<file path="src/rtl/screen_ctrl.sv">
// screen_ctrl: start-key debounce, START/PLAY/OVER game FSM with frame-aligned commits, and renderer pixel mux
module screen_ctrl #(
    parameter int DEBOUNCE_CYCLES = 250000,
    parameter int OVER_FRAMES     = 180
) (
    input  logic        clk,
    input  logic        rst_n,
    input  logic [9:0]  xcnt,
    input  logic [9:0]  ycnt,
    input  logic        de,
    input  logic        key_n,
    input  logic        game_over,
    input  logic [15:0] start_rgb,
    input  logic [15:0] game_rgb,
    input  logic [15:0] over_rgb,
    output logic [15:0] rgb565,
    output logic [1:0]  state,
    output logic        game_rst,
    output logic        game_run
);
    typedef enum logic [1:0] {S_START = 2'd0, S_PLAY = 2'd1, S_OVER = 2'd2, S_BAD = 2'd3} state_t;
    localparam logic [17:0] DB_LAST = 18'(DEBOUNCE_CYCLES - 1);
    localparam logic [7:0]  OF_MAX  = 8'(OVER_FRAMES);
    state_t      cur, pend_state, state_nx, evt_state;
    logic        key_s1, key_s2, stable, press;
    logic [17:0] db_cnt;
    logic        frame_start, pend_valid, evt_valid, commit, de_d;
    logic [7:0]  frame_cnt;
    logic [15:0] sel;
    assign state = cur;
    // key synchronizer and debounce: count while the synced level disagrees with the stable level
    always_ff @(posedge clk) begin
        if (!rst_n) begin
            key_s1 <= 1'b1;
            key_s2 <= 1'b1;
            stable <= 1'b1;
            db_cnt <= '0;
        end else begin
            key_s1 <= key_n;
            key_s2 <= key_s1;
            if (key_s2 == stable) db_cnt <= '0;
            else if (db_cnt == DB_LAST) begin
                stable <= key_s2;
                db_cnt <= '0;
            end else db_cnt <= db_cnt + 18'd1;
        end
    end
    // request detection, commit decision and pixel source selection
    always_comb begin
        press       = (key_s2 != stable) && (db_cnt == DB_LAST) && !key_s2;
        frame_start = de && (xcnt == 10'd0) && (ycnt == 10'd0);
        commit      = frame_start && pend_valid;
        evt_valid   = 1'b0;
        evt_state   = S_START;
        if (cur == S_START && press) begin
            evt_valid = 1'b1;
            evt_state = S_PLAY;
        end else if (cur == S_PLAY && game_over) begin
            evt_valid = 1'b1;
            evt_state = S_OVER;
        end else if (cur == S_OVER && (press || frame_cnt == OF_MAX)) begin
            evt_valid = 1'b1;
            evt_state = S_START;
        end
        state_nx = (cur == S_BAD) ? S_START : commit ? pend_state : cur;
        sel      = (cur == S_PLAY) ? game_rgb : (cur == S_OVER) ? over_rgb : start_rgb;
    end
    // state register, pending request, PLAY-entry pulse and OVER frame counter
    always_ff @(posedge clk) begin
        if (!rst_n) begin
            cur        <= S_START;
            pend_valid <= 1'b0;
            pend_state <= S_START;
            game_rst   <= 1'b0;
            game_run   <= 1'b0;
            frame_cnt  <= '0;
        end else begin
            cur      <= state_nx;
            game_run <= (state_nx == S_PLAY);
            game_rst <= commit && (pend_state == S_PLAY) && (cur != S_BAD);
            if (commit) pend_valid <= 1'b0;
            else if (evt_valid && !pend_valid) begin
                pend_valid <= 1'b1;
                pend_state <= evt_state;
            end
            if (commit) frame_cnt <= '0;
            else if (frame_start && cur == S_OVER && frame_cnt != OF_MAX) frame_cnt <= frame_cnt + 8'd1;
        end
    end
    // two-stage pixel pipe: align de with renderer latency, then blank or pass the selected pixel
    always_ff @(posedge clk) begin
        if (!rst_n) begin
            de_d   <= 1'b0;
            rgb565 <= '0;
        end else begin
            de_d   <= de;
            rgb565 <= de_d ? sel : 16'h0000;
        end
    end
endmodule

</file>
<file path="config.mk">
export PLATFORM = sky130hd
export DESIGN_NAME = screen_ctrl
export DESIGN_NICKNAME = d
export VERILOG_FILES = /design/src/rtl/screen_ctrl.sv
export SDC_FILE = /design/constraint.sdc
export NUM_CORES = 1
export LEC_CHECK = 0
export CORE_ASPECT_RATIO = 1.1
export CORE_MARGIN = 4
export CORE_UTILIZATION = 49
export DETAILED_ROUTE_END_ITERATION = 10
export GPL_TIMING_DRIVEN = 0
export HOLD_SLACK_MARGIN = 0.1
export PLACE_DENSITY = 0.84
export SLEW_MARGIN = 20
export SYNTH_ARGS = -nofsm -noshare
export SYNTH_HDL_FRONTEND = slang
export SYNTH_SLANG_ARGS = --single-unit
</file>
<file path="constraint.sdc">
create_clock -name clk -period 3.46 [get_ports clk]
set_input_delay 0.692 -clock clk [delete_from_list [all_inputs] [get_ports clk]]
set_output_delay 0.692 -clock clk [all_outputs]
set_load 0.03 [all_outputs]
</file>
### After elaboration in Yosys (flattened, before gate mapping)

Cells that the tools add are included.
Widths: inputs -> output; s select.

* memory bits (read-only): 0
* memories: 0
* bits in writable memories: 0
* bits in latches: 0
* output and inout bits: 20
* word-level logic and storage cells: 61
* flip-flop bits (word level): 53

* $add $sub $neg: 2
* shift-type cells: 0
* div/mod/pow operators: 0
* equality and inequality tests: 11
* mux-type cells: 9
* bitwise operators: 3
* $mul: 0
* reductions and logical operators: 24
* order comparisons: 0

Operators with widths (count)
* $mux 16: 2
* $logic_not 10->1: 2
* $add 18x1->18 const B: 1
* $eq 18x18->1 const B: 1
* $logic_and 1x1->1: 13
* $add 8x1->8 const B: 1
* $eq 8x8->1 const B: 1
* $mux 2: 4
* $ne 8x8->1 const B: 1
* $eq 2x1->1 const B: 3
* $reduce_and 2->1: 3
* $eq 2x2->1 const B: 2
* $mux 1: 3
* $not 1->1: 3
* $reduce_or 3->1: 1
* $logic_not 1->1: 2
* $logic_not 2->1: 1
* $ne 2x2->1 const B: 1
* $reduce_or 2->1: 1
* $eq 1x1->1: 1
* $logic_or 1x1->1: 1
* $ne 1x1->1: 1

### Depth between registers and ports, before layout

Gate-level depths: netlist of run 1.

* depth in word-level cells: 10
* mapped depth: 7

### Least setup slack after synthesis of run 1

No wires, ideal clock.

* path kind: in2reg
* start: input ycnt[3]
* end: register pend_valid
* stages on the path: 5
* data arrival time: 1.717 ns
* required time: 3.345 ns
* slack: 1.628 ns
* path through: nor4_4 -> and3_2 -> nand4_1 -> nand2_2 -> o21ba_2

* cells in the longest elaborated chain, start to end: 4

RTL lines
* start, declared: line 9 `input logic [9:0] ycnt,`
* $logic_not 10->1: line 51 `frame_start = de && (xcnt == 10'd0) && (ycnt == 10'd0);`
* $logic_and 1x1->1: line 51
* $logic_and 1x1->1: line 52 `commit = frame_start && pend_valid;`
* $reduce_or 2->1 (no source line)
* end signal, assigned: line 72 `pend_valid <= 1'b0;`
* end signal, assigned: line 81 `if (commit) pend_valid <= 1'b0;`
* end signal, assigned: line 83 `pend_valid <= 1'b1;`
* end, declared: line 27 `logic frame_start, pend_valid, evt_valid, commit, de_d;`

No other way between the ends.
A chain may end at the register's enable or synchronous reset.

### Worst setup path in the final report of run 1

* start: register cur[0], in the netlist state[0]
* end: output state[0]

RTL lines
* start, declared: line 24 `state_t cur, pend_state, state_nx, evt_state;`
* start signal, assigned: line 78 `cur <= state_nx;`
* end, declared: line 17 `output logic [1:0] state,`

No word-level cell between the ends.

==> results_tabular.tex, run 1 <==
\begin{tabular}{lr}
\hline
Metric & Value \\
\hline
\multicolumn{2}{l}{\textbf{Outcome}} \\
Result of the run & complete, no violations \\
\multicolumn{2}{l}{\textbf{Layout}} \\
Final cell utilization of the core & 0.734 \\
Number of antenna diodes & 0 \\
Proportion of layout cells with a drive suffix above 1 & 0.0718 \\
Final Net Count & 465 \\
Growth of design area from synthesis to finish & 41.7\% \\
\multicolumn{2}{l}{\textbf{Global route}} \\
Aggregate global routing overflow & 0 \\
Global-route wire length before repair & 11,500 um \\
Vias in the first global route & 2,428 \\
Antenna violations before repair & 0 \\
Maximum number of pins on one net before global-route repair & 18 \\
Global-route usage over all layers & 0.214 \\
\multicolumn{2}{l}{\textbf{Critical path}} \\
Slowest cell on crit path & sky130\_fd\_sc\_hd\_\_clkdlybuf4s50\_1 \\
CP delay by family, top & buffers and inverters \\
CP required & 2.77 ns \\
Setup Crit Path Kind & reg -> out \\
Largest fanout on the critical path & 9 \\
Slowest Stage Delay on Critical Path & 0.75 ns \\
Arrival time of the worst setup path & 1.64 ns \\
Critical path launch point type & register \\
Number of buffer and inverter stages on the critical path & 1 \\
Critical path, cell by cell & clkdlybuf4s50\_1 \\
Type of element capturing the critical path & primary output \\
\multicolumn{2}{l}{\textbf{Placed design}} \\
Detailed placer's ending HPWL & 5490 um \\
Setup Slack @ Placement & 1.03 ns \\
Placer Congestion & roughly 0.85 \\
Number of buffers inserted by port buffering & 92 \\
\multicolumn{2}{l}{\textbf{Detailed routing}} \\
Met1 wire length & 3130 um \\
Antenna Nets Post-Route & 0 \\
Number of remaining DRC errors & 0 \\
Vias post-DR & roughly 2,500 \\
Met3 wirelength from detailed routing & $\sim$350 um \\
DR top layer & met4 \\
Wire length on met2 & between 3000 and 4000 um \\
Final WL & 7010 um \\
Drt first-iter violations & 152 \\
Routed wire length per instance & 15.2 um \\
First-pass DRT Iterations & 4 \\
Routed vias/inst & 5.37 \\
\multicolumn{2}{l}{\textbf{Synth}} \\
Mean Syn Cell Area & 9.12 um2 \\
Post-synthesis cell type with the largest combined area & sky130\_fd\_sc\_hd\_\_dfxtp\_1 \\
Ranking of synthesized cells by area & sky130\_fd\_sc\_hd\_\_dfxtp\_1 40\%, sky130\_fd\_sc\_hd\_\_a211oi\_1 9.4\%, sky130\_fd\_sc\_hd\_\_mux2i\_1 6.4\% \\
Number of instances in the synthesized netlist & 290 \\
Synthesized netlist net count & 366 \\
Cell area after technology mapping & about 2600 um2 \\
Synthesis warning total & 0 \\
Count of unique library cells instantiated by Yosys & 42 \\
Proportion of netlist area held by the largest area contributor & 0.401 \\
Post-synth top flop & sky130\_fd\_sc\_hd\_\_dfxtp\_1 \\
Number of flip-flops and latches in the synthesized netlist & 53 \\
Async set-reset flop share out of synthesis & 0 \\
Ranking of synthesized cells by instance count & 53 x sky130\_fd\_sc\_hd\_\_dfxtp\_1, 40 x sky130\_fd\_sc\_hd\_\_nor2\_1, 33 x sky130\_fd\_sc\_hd\_\_a211oi\_1 \\
Most used standard cell by instance count after synthesis & sky130\_fd\_sc\_hd\_\_dfxtp\_1 \\
Share of synthesized area occupied by flip-flops and latches & 0.401 \\
Number of enable flip-flop cells after synthesis & 0 \\
\multicolumn{2}{l}{\textbf{Timing}} \\
Slew Limit Fails & 0 \\
Shortest period the worst path allows & 2.33 ns \\
Highest clock frequency the design can meet & 429 MHz \\
Unrepaired setup endpoints after global routing & no \\
Setup violators final & 0 \\
Final worst hold slack & 0.424 ns \\
Final Worst Setup Slack & 1.13 ns \\
Worst slew pin tran & 0.735 ns \\
Final Hold Violating Endpoints & 0 \\
Largest clock skew in the final design & between 0.01 and 0.015 ns \\
TNS Setup & 0 ns \\
Post-route clock period utilization & 0.673 \\
Worst relative slew slack & 0.505 \\
\multicolumn{2}{l}{\textbf{Clock network}} \\
Number of buffers inserted for hold repair after clock tree synthesis & 0 \\
Post-CTS Resized & 0 \\
Maximum level of the CTS H-tree & 2 \\
Clock sink total & 53 \\
Clock root buffer & sky130\_fd\_sc\_hd\_\_clkbuf\_8 \\
Clock edge transition at the registers on the reported setup and hold paths & 0.09 ns \\
Number of CTS-inserted buffers & 5 \\
Post-CTS setup buffer count & 0 \\
Buffers from clock root to sink, at most & 2 \\
TritonCTS clock tree & built \\
Clock insertion delay at the later pin of the skew report & 0.31 ns \\
\multicolumn{2}{l}{\textbf{Power}} \\
Power per standard cell area & approximately 300 nW/um2 \\
Peak supply drop & 0.221 mV \\
Power after layout & 1.12 mW \\
Static leakage & between 1 and 1.5 nW \\
\multicolumn{2}{l}{\textbf{Worst hold path}} \\
Worst min path class & reg -> reg \\
\multicolumn{2}{l}{\textbf{Floorplanning}} \\
Starting utilization of the core area & 0.518 \\
Ports & 93 \\
Area enclosed by the die boundary & 6640 um2 \\
Core Area & 5100 um2 \\
DIE HEIGHT & 85.0 um \\
Placement Rows & 27 \\
Die extent in x & 78.0 um \\
\multicolumn{2}{l}{\textbf{Job}} \\
Maxcap violations & 0 \\
\hline
\end{tabular}
[registers in the layout, indices dropped and copies added (netlist names)]
| name | count |
|---|---|
| pend_state | 2 |
| game_rst | 1 |
| key_s1 | 1 |
| pend_valid | 1 |
| de_d | 1 |
| key_s2 | 1 |
| db_cnt | 18 |
| rgb565 | 16 |
| state | 2 |
| frame_cnt | 8 |
| stable | 1 |
| game_run | 1 |
[through the flow]
step	area, um2	instances
after floorplan	2640	290
after global placement	3650	454
after detailed placement	3650	454
after CTS	3750	462
after global routing	3750	462
final	3750	462
[worst reg2reg max path, delay by kind of cell, from the launching register on]
kind | cells | cell delay (ns)
buf+inv | 2 | 0.73
compound gates | 2 | 0.41
flops | 1 | 0.58
[placed cells by master, fill, tap and decap left out, types with 2 or more instances in the layout]
| master | count |
|---|---|
| sky130_fd_sc_hd__ha_1 | 3 |
| sky130_fd_sc_hd__nor4_1 | 7 |
| sky130_fd_sc_hd__nor3_1 | 5 |
| sky130_fd_sc_hd__mux2i_1 | 17 |
| sky130_fd_sc_hd__nor2_1 | 40 |
| sky130_fd_sc_hd__dfxtp_1 | 53 |
| sky130_fd_sc_hd__nand2_1 | 16 |
| sky130_fd_sc_hd__xnor2_1 | 14 |
| sky130_fd_sc_hd__inv_1 | 7 |
| sky130_fd_sc_hd__xor2_1 | 9 |
| sky130_fd_sc_hd__and2_1 | 2 |
| sky130_fd_sc_hd__nor2b_1 | 16 |
| sky130_fd_sc_hd__nand2b_1 | 3 |
| sky130_fd_sc_hd__a211oi_1 | 33 |
| sky130_fd_sc_hd__buf_2 | 4 |
| sky130_fd_sc_hd__clkinv_4 | 2 |
| sky130_fd_sc_hd__nand4_1 | 7 |
| sky130_fd_sc_hd__nor3b_1 | 2 |
| sky130_fd_sc_hd__nor4_4 | 3 |
| sky130_fd_sc_hd__clkdlybuf4s50_1 | 92 |
| sky130_fd_sc_hd__clkbuf_1 | 8 |
| sky130_fd_sc_hd__clkbuf_8 | 5 |
| sky130_fd_sc_hd__o21ai_0 | 6 |
| sky130_fd_sc_hd__nand3_1 | 12 |
| sky130_fd_sc_hd__nor3_2 | 2 |
| sky130_fd_sc_hd__nand3b_1 | 2 |
[power breakdown]
part | switching, mW | total, mW | internal, mW | leakage (nW)
clock | 0.207 | 0.351 | 0.144 | 0.0481
sequential | 0.00228 | 0.619 | 0.617 | 0.429
combinational | 0.0523 | 0.152 | 0.0995 | 0.725
[path summary, 6_finish.rpt]
check | start | endpoint | slack, ns | depth (start not counted)
worst max-delay path | state[0]$_SDFF_PN0_ | state[0] | 1.13 | 1
worst min-delay path | key_s1$_SDFF_PN1_ | key_s2$_SDFF_PN1_ | 0.42 | 1
worst max register to register | state[0]$_SDFF_PN0_ | rgb565[13]$_SDFF_PN0_ | 1.64 | 4
worst min register to register | key_s1$_SDFF_PN1_ | key_s2$_SDFF_PN1_ | 0.42 | 1
[kinds of logic (layout without fill, tap and decap cells)]
| family | after synthesis | in the layout | share of synthesized area |
|---|---|---|---|
| buffers and inverters | 21 | 121 | 0.0360 |
| DFF | 53 | 53 | 0.401 |
| muxes | 17 | 17 | 0.0644 |
| AOI/OAI and AO/OA | 43 | 43 | 0.116 |
| and+or+nand+nor | 130 | 130 | 0.292 |
| xor gates and xnor gates | 23 | 23 | 0.0762 |
| adders and majority gates | 3 | 3 | 0.0142 |
[final cells by class]
class,count,area [um2]
inverter,7,26.3
tap,72,90.1
clock buffer,5,68.8
buffer,14,68.8
clock inverter,3,22.5
timing repair buffer,92,921
sequential,53,1060
multi-input combinational,216,1490
fill,408,1360
[routing by layer]
metal  global-route usage  up-vias
met5                    0        -
met4               0.0715        0
met3               0.0308       10
met2                0.374       87
met1                0.269     1158
li1                     -     1226
(Power assumes the default switching activity.)
==> inputs of run 2 (changes only) <==
CORE_UTILIZATION = 45   (was 49)
PLACE_DENSITY = 0.78   (was 0.84)
clock period = 2.2 ns   (was 3.46 ns; I/O delays follow)
==> run 2 against run 1 <==
Worst hold slack lost 0.0096 ns. First-iteration DRC count shrank 24%. Total power grew 68%. Critical endpoint unchanged. Largest power group unchanged.
==> results_tabular.tex, run 2 (synthesized netlist as in run 1, its figures left out) <==
\begin{tabular}{lr}
\hline
Metric & Value \\
\hline
\multicolumn{2}{l}{\textbf{Critical path}} \\
Slowest Stage Delay on Critical Path & 0.75 ns (about the same) \\
Worst setup endpoint & state[0] \\
Source of the critical timing path & state[0]\$\_SDFF\_PN0\_ \\
Arrival time of the worst setup path & 1.56 ns (-0.08 ns) \\
Instance count on the critical path & 1 (unchanged) \\
Depth of the worst register-to-register path & 7 (+3) \\
CP required & 1.76 ns (-1.01 ns) \\
Slowest cell on crit path & sky130\_fd\_sc\_hd\_\_clkdlybuf4s50\_1 \\
R2R Path Start & frame\_cnt[0]\$\_SDFFE\_PP0P\_ \\
CP delay by family, top & buffers and inverters \\
Type of element capturing the critical path & primary output \\
Number of buffer and inverter stages on the critical path & 1 (unchanged) \\
Register-to-register setup slack & 0.31 ns (-1.33 ns) \\
Setup Crit Path Kind & reg -> out \\
Worst reg2reg path endpoint & pend\_state[1]\$\_SDFFE\_PN0P\_ \\
Largest fanout on the critical path & 9 (unchanged) \\
Critical path, cell by cell & clkdlybuf4s50\_1 \\
Critical path launch point type & register \\
\multicolumn{2}{l}{\textbf{Floorplanning}} \\
Area enclosed by the die boundary & 7170 um2 (+8.0\%) \\
Starting utilization of the core area & 0.461 (-0.0571) \\
Die extent in x & 81.1 um (+3.9\%) \\
Ports & 93 (unchanged) \\
Core Area & 5730 um2 (+12\%) \\
Placement Rows & 29 (+7.4\%) \\
DIE HEIGHT & 88.4 um (+3.9\%) \\
\multicolumn{2}{l}{\textbf{Clock network}} \\
Post-CTS Resized & 0 (unchanged) \\
Clock sink total & 53 (unchanged) \\
Clock root buffer & sky130\_fd\_sc\_hd\_\_clkbuf\_8 \\
Number of CTS-inserted buffers & 5 (unchanged) \\
Buffers from clock root to sink, at most & 2 (unchanged) \\
Maximum level of the CTS H-tree & 2 (unchanged) \\
Clock insertion delay at the later pin of the skew report & 0.31 ns (about the same) \\
Number of buffers inserted for hold repair after clock tree synthesis & 0 (unchanged) \\
Post-CTS setup buffer count & 0 (unchanged) \\
Clock edge transition at the registers on the reported setup and hold paths & 0.09 ns (about the same) \\
TritonCTS clock tree & built \\
\multicolumn{2}{l}{\textbf{Job}} \\
Maxcap violations & 0 (unchanged) \\
\multicolumn{2}{l}{\textbf{Global route}} \\
Maximum number of pins on one net before global-route repair & 17 (-1) \\
Vias in the first global route & 2,446 (+0.74\%) \\
Global-route wire length before repair & 11,600 um (+0.96\%) \\
Global-route usage over all layers & 0.207 (-0.00667) \\
Antenna violations before repair & 0 (unchanged) \\
Aggregate global routing overflow & 0 (unchanged) \\
\multicolumn{2}{l}{\textbf{Layout}} \\
Max reg flops & 18 (unchanged) \\
Growth of design area from synthesis to finish & 42.7\% \\
Proportion of layout cells with a drive suffix above 1 & 0.0692 (-0.00256) \\
Most frequent standard cell in the layout excluding fill and tap cells & sky130\_fd\_sc\_hd\_\_clkdlybuf4s50\_1 \\
Final cell utilization of the core & 0.658 (-0.0764) \\
Number of antenna diodes & 0 (unchanged) \\
Final Net Count & 465 (unchanged) \\
Biggest registers after layout & db\_cnt: 18 flops, rgb565: 16 flops, frame\_cnt: 8 flops \\
Register with the highest flop count & db\_cnt \\
Leading cell types in the layout, fill and taps excluded & 92 x sky130\_fd\_sc\_hd\_\_clkdlybuf4s50\_1, 53 x sky130\_fd\_sc\_hd\_\_dfxtp\_1, 40 x sky130\_fd\_sc\_hd\_\_nor2\_1, 33 x sky130\_fd\_sc\_hd\_\_a211oi\_1, 17 x sky130\_fd\_sc\_hd\_\_mux2i\_1 \\
\multicolumn{2}{l}{\textbf{Timing}} \\
Worst slew pin tran & 0.840 ns (+0.105 ns) \\
Highest clock frequency the design can meet & between 500 and 600 MHz \\
Shortest period the worst path allows & 2.00 ns \\
TNS Setup & 0 ns (unchanged) \\
Unrepaired setup endpoints after global routing & no \\
Slew Limit Fails & 0 (unchanged) \\
Setup violators final & 0 (unchanged) \\
Largest clock skew in the final design & 0.00684 ns (-0.00449 ns) \\
Post-route clock period utilization & 0.908 \\
Final Hold Violating Endpoints & 0 (unchanged) \\
Worst relative slew slack & 0.435 (-0.0706) \\
\multicolumn{2}{l}{\textbf{Detailed routing}} \\
Routed vias/inst & 5.28 (-1.7\%) \\
Routed wire length per instance & 15.0 um (-1.4\%) \\
First-pass DRT Iterations & 4 (unchanged) \\
Number of remaining DRC errors & 0 (unchanged) \\
Vias post-DR & 2,466 (-0.60\%) \\
Antenna Nets Post-Route & 0 (unchanged) \\
Drt first-iter violations & 116 (-24\%) \\
Final WL & 6990 um (-0.37\%) \\
\multicolumn{2}{l}{\textbf{Placed design}} \\
Detailed placer's ending HPWL & 5430 um (-1.1\%) \\
Placer Congestion & 0.792 (-7.3\%) \\
Number of buffers inserted by port buffering & 92 (unchanged) \\
\multicolumn{2}{l}{\textbf{Power}} \\
Static leakage & 1.21 nW (+0.61\%) \\
Peak supply drop & 0.293 mV (+33\%) \\
Power per standard cell area & 498 nW/um2 (+66\%) \\
Power after layout & 1.88 mW (+68\%) \\
\multicolumn{2}{l}{\textbf{Worst hold path}} \\
Worst min path class & reg -> reg \\
\multicolumn{2}{l}{\textbf{Outcome}} \\
Result of the run & complete, no violations \\
\hline
\end{tabular}
-- run 2: cell types whose count changed in the layout (fill, tap and decap cells not counted) --
cell / before / now
sky130_fd_sc_hd__bufinv_16: 0 / 1
sky130_fd_sc_hd__clkbuf_1: 8 / 9
sky130_fd_sc_hd__clkinv_2: 1 / 0
sky130_fd_sc_hd__clkinv_4: 2 / 1
-- run 2: where the power goes --
| group | switching [mW] | leakage, nW | total [mW] | internal, mW |
|---|---|---|---|---|
| sequential | 0.00330 | 0.429 | 0.973 | 0.970 |
| clock | 0.325 | 0.0554 | 0.667 | 0.342 |
| combinational | 0.0828 | 0.725 | 0.239 | 0.157 |
| total | 0.411 | 1.21 | 1.88 | 1.47 |
-- run 2: how the worst min path moves through the flow --
stage | start | endpoint | slack, ns | cells past startpoint
after floorplan | key_s1$_SDFF_PN1_ | key_s2$_SDFF_PN1_ | 0.39 | 1
final | key_s1$_SDFF_PN1_ | key_s2$_SDFF_PN1_ | 0.41 | 1
after detailed placement | key_s1$_SDFF_PN1_ | key_s2$_SDFF_PN1_ | 0.40 | 1
after global routing | key_s1$_SDFF_PN1_ | key_s2$_SDFF_PN1_ | 0.44 | 1
after global placement | key_s1$_SDFF_PN1_ | key_s2$_SDFF_PN1_ | 0.39 | 1
after CTS | key_s1$_SDFF_PN1_ | key_s2$_SDFF_PN1_ | 0.42 | 1
-- run 2: per-layer routing --
metal / part of all wire / up-vias / GRT usage
met1: 0.42 / 1139 / 0.248
met3: 0.053 / 14 / 0.0468
met2: 0.50 / 82 / 0.360
met4: 0.024 / 0 / 0.0783
met5: 0 / - / 0
li1: - / 1231 / -
-- run 2: layout make-up --
| class | count | area (um2) |
|---|---|---|
| buffer | 14 | 68.8 |
| clock buffer | 6 | 72.6 |
| clock inverter | 2 | 38.8 |
| fill | 504 | 1960 |
| inverter | 7 | 26.3 |
| multi-input combinational | 216 | 1490 |
| sequential | 53 | 1060 |
| tap | 77 | 96.3 |
| timing repair buffer | 92 | 921 |
-- run 2: metrics by stage --
step	cells	setup WS, ns	cell area [um2]	hold slack, ns
4_1_cts	467	0.195	3770	0.421
3_5_place_dp	459	-0.00924	3660	0.399
6_report	467	0.203	3770	0.415
2_1_floorplan	290	0.620	2640	0.386
3_3_place_gp	459	0.00178	3660	0.390
5_1_grt	467	0.150	3770	0.443
==> inputs of run 3 (changes only) <==
CORE_MARGIN = 10   (was 4)
RECOVER_POWER = 100   (was unset)
==> run 3 against run 2 <==
First-iteration DRC count fell by 50%. Die area is 30% higher. Combinational power is 3% lower. Setup slack got worse by 0.074 ns. Largest power group unchanged. Sequential cell count did not move.
==> results_tabular.tex, run 3 (synthesized netlist as in run 1, its figures left out) <==
\begin{tabular}{lr}
\hline
Metric & Value \\
\hline
\multicolumn{2}{l}{\textbf{Outcome}} \\
Result of the run & complete, no violations \\
\multicolumn{2}{l}{\textbf{Layout}} \\
Number of antenna diodes & 0 (unchanged) \\
Proportion of layout cells with a drive suffix above 1 & 0.0564 (-0.0128) \\
Register with the highest flop count & db\_cnt \\
Biggest registers after layout & db\_cnt: 18 flops, rgb565: 16 flops, frame\_cnt: 8 flops \\
Count of fill cells added during filler insertion & 520 (+3.2\%) \\
Leading cell types in the layout, fill and taps excluded & 71 x sky130\_fd\_sc\_hd\_\_clkdlybuf4s50\_1, 53 x sky130\_fd\_sc\_hd\_\_dfxtp\_1, 40 x sky130\_fd\_sc\_hd\_\_nor2\_1, 33 x sky130\_fd\_sc\_hd\_\_a211oi\_1, 21 x sky130\_fd\_sc\_hd\_\_dlygate4sd3\_1 \\
Final std cells w/o fill & 467 (unchanged) \\
Max reg flops & 18 (unchanged) \\
Final Net Count & 465 (unchanged) \\
Growth of design area from synthesis to finish & 41.0\% \\
Most frequent standard cell in the layout excluding fill and tap cells & sky130\_fd\_sc\_hd\_\_clkdlybuf4s50\_1 \\
\multicolumn{2}{l}{\textbf{Worst hold path}} \\
Worst min path class & reg -> reg \\
Hold depth & 1 (unchanged) \\
Startpoint of the most critical hold path & key\_s1\$\_SDFF\_PN1\_ \\
Hold worst-path end & key\_s2\$\_SDFF\_PN1\_ \\
\multicolumn{2}{l}{\textbf{Critical path}} \\
R2R Path Start & db\_cnt[9]\$\_SDFF\_PP0\_ \\
Slowest cell on crit path & sky130\_fd\_sc\_hd\_\_dlygate4sd3\_1 \\
Number of buffer and inverter stages on the critical path & 1 (unchanged) \\
CP required & 1.76 ns (about the same) \\
Worst reg2reg path endpoint & db\_cnt[15]\$\_SDFF\_PP0\_ \\
CP delay by family, top & buffers and inverters \\
Setup Crit Path Kind & reg -> out \\
Type of element capturing the critical path & primary output \\
Largest fanout on the critical path & 9 (unchanged) \\
Arrival time of the worst setup path & 1.63 ns (+0.07 ns) \\
Depth of the worst register-to-register path & 7 (unchanged) \\
Slowest Stage Delay on Critical Path & 0.82 ns (+0.07 ns) \\
Register-to-register setup slack & 0.26 ns (-0.05 ns) \\
Critical path, cell by cell & dlygate4sd3\_1 \\
Critical path launch point type & register \\
\multicolumn{2}{l}{\textbf{Job}} \\
Maxcap violations & 0 (unchanged) \\
\multicolumn{2}{l}{\textbf{Clock network}} \\
Buffers from clock root to sink, at most & 2 (unchanged) \\
TritonCTS clock tree & built \\
Clock edge transition at the registers on the reported setup and hold paths & 0.10 ns (about the same) \\
Clock root buffer & sky130\_fd\_sc\_hd\_\_clkbuf\_8 \\
Post-CTS Resized & 0 (unchanged) \\
Number of CTS-inserted buffers & 5 (unchanged) \\
Maximum level of the CTS H-tree & 2 (unchanged) \\
Post-CTS setup buffer count & 0 (unchanged) \\
Clock insertion delay at the later pin of the skew report & 0.31 ns (about the same) \\
Clock sink total & 53 (unchanged) \\
Number of buffers inserted for hold repair after clock tree synthesis & 0 (unchanged) \\
\multicolumn{2}{l}{\textbf{Timing}} \\
Worst slew pin tran & 0.784 ns (-0.0561 ns) \\
Post-route clock period utilization & 0.941 (+0.0334) \\
Slew Limit Fails & 0 (unchanged) \\
Setup violators final & 0 (unchanged) \\
Highest clock frequency the design can meet & 483 MHz (-3.6\%) \\
Unrepaired setup endpoints after global routing & no \\
Final Hold Violating Endpoints & 0 (unchanged) \\
Final Worst Setup Slack & 0.130 ns (-0.0735 ns) \\
Shortest period the worst path allows & 2.07 ns (+0.0735 ns) \\
Largest clock skew in the final design & 0.0111 ns (+0.00425 ns) \\
Worst relative slew slack & 0.473 (+0.0378) \\
TNS Setup & 0 ns (unchanged) \\
\multicolumn{2}{l}{\textbf{Global route}} \\
Top Usage Layer GRT & met2 \\
Global-route wire length before repair & 12,400 um (+6.6\%) \\
Global routing met1 resource utilization & 0.176 (-0.0724) \\
GR Util met3 & 0.0522 (+0.00540) \\
Antenna violations before repair & 0 (unchanged) \\
Aggregate global routing overflow & 0 (unchanged) \\
Maximum number of pins on one net before global-route repair & 18 (+1) \\
Global-route usage over all layers & 0.163 (-0.0442) \\
GR Layer Usage met2 & 0.281 (-0.0793) \\
Vias in the first global route & 2,546 (+4.1\%) \\
\multicolumn{2}{l}{\textbf{Floorplanning}} \\
DIE HEIGHT & 100 um (+14\%) \\
Ports & 93 (unchanged) \\
Die extent in x & 93.1 um (+15\%) \\
Area enclosed by the die boundary & 9340 um2 (+30\%) \\
Core Area & 5730 um2 (unchanged) \\
Starting utilization of the core area & 0.461 (unchanged) \\
Placement Rows & 29 (unchanged) \\
\multicolumn{2}{l}{\textbf{Detailed routing}} \\
Drt first-iter violations & 58 (-50\%) \\
Routed vias/inst & 5.26 (-0.32\%) \\
Final WL & 7450 um (+6.6\%) \\
Number of remaining DRC errors & 0 (unchanged) \\
Antenna Nets Post-Route & 0 (unchanged) \\
First-pass DRT Iterations & 4 (unchanged) \\
Routed wire length per instance & 16.0 um (+6.6\%) \\
Vias post-DR & 2,458 (-0.32\%) \\
\multicolumn{2}{l}{\textbf{Power}} \\
Power per standard cell area & 476 nW/um2 (-4.4\%) \\
Static leakage & 1.25 nW (+3.4\%) \\
Peak supply drop & 0.278 mV (-5.4\%) \\
\multicolumn{2}{l}{\textbf{Placed design}} \\
Number of buffers inserted by port buffering & 92 (unchanged) \\
Detailed placer's ending HPWL & 5950 um (+9.6\%) \\
Cell total after placement & 459 (unchanged) \\
Placer Congestion & 0.776 (-2.1\%) \\
Setup Slack @ Placement & -0.0216 ns (-0.0124 ns) \\
\hline
\end{tabular}
-- run 3: final cells by class --
class | instances | area [um2] | share of cell area
flip-flops and latches | 53 | 1060 | 0.285
repair buffers | 92 | 921 | 0.247
well taps | 77 | 96.3 | 0.0258
clock buffers | 5 | 68.8 | 0.0185
multi-input cells | 216 | 1470 | 0.395
inverters | 7 | 26.3 | 0.00705
plain buffers | 14 | 58.8 | 0.0158
clock inverters | 3 | 21.3 | 0.00571
-- run 3: metrics by stage --
| step | hold WS (ns) | total power [mW] | utilization | instance area, um2 |
|---|---|---|---|---|
| 2_1_floorplan | 0.386 | 1.07 | - | 2640 |
| 3_3_place_gp | 0.388 | 1.23 | 0.639 | 3660 |
| 3_5_place_dp | 0.396 | 1.23 | 0.639 | 3660 |
| 4_1_cts | 0.421 | 1.80 | 0.654 | 3750 |
| 5_1_grt | 0.439 | 1.84 | 0.650 | 3730 |
| 6_report | 0.420 | 1.78 | 0.650 | 3730 |
-- run 3: how the worst max path moves through the flow --
stage | cells after the start | startpoint | end | slack (ns)
global route | 7 | db_cnt[9]$_SDFF_PP0_ | db_cnt[9]$_SDFF_PP0_ | 0.07
floorplan | 5 | ycnt[3] | pend_valid$_SDFFE_PP0P_ | 0.62
global placement | 6 | ycnt[3] | pend_valid$_SDFFE_PP0P_ | -0.002
CTS | 1 | state[0]$_SDFF_PN0_ | state[0] | 0.17
finish | 1 | state[0]$_SDFF_PN0_ | state[0] | 0.13
detailed placement | 6 | ycnt[3] | pend_valid$_SDFFE_PP0P_ | -0.02
-- run 3: per-layer routing --
metal | part of all wire | wire [um] | vias to the layer above
met5 | 0 | 0 | -
met4 | 0.041 | 307 | 0
met3 | 0.066 | 489 | 20
met2 | 0.49 | 3640 | 83
met1 | 0.40 | 3010 | 1124
li1 | - | - | 1231
-- run 3: where the power goes --
| part | leakage, nW | switching, mW | internal, mW |
|---|---|---|---|
| clock | 0.0445 | 0.346 | 0.227 |
| sequential | 0.429 | 0.00306 | 0.970 |
| combinational | 0.777 | 0.0795 | 0.151 |
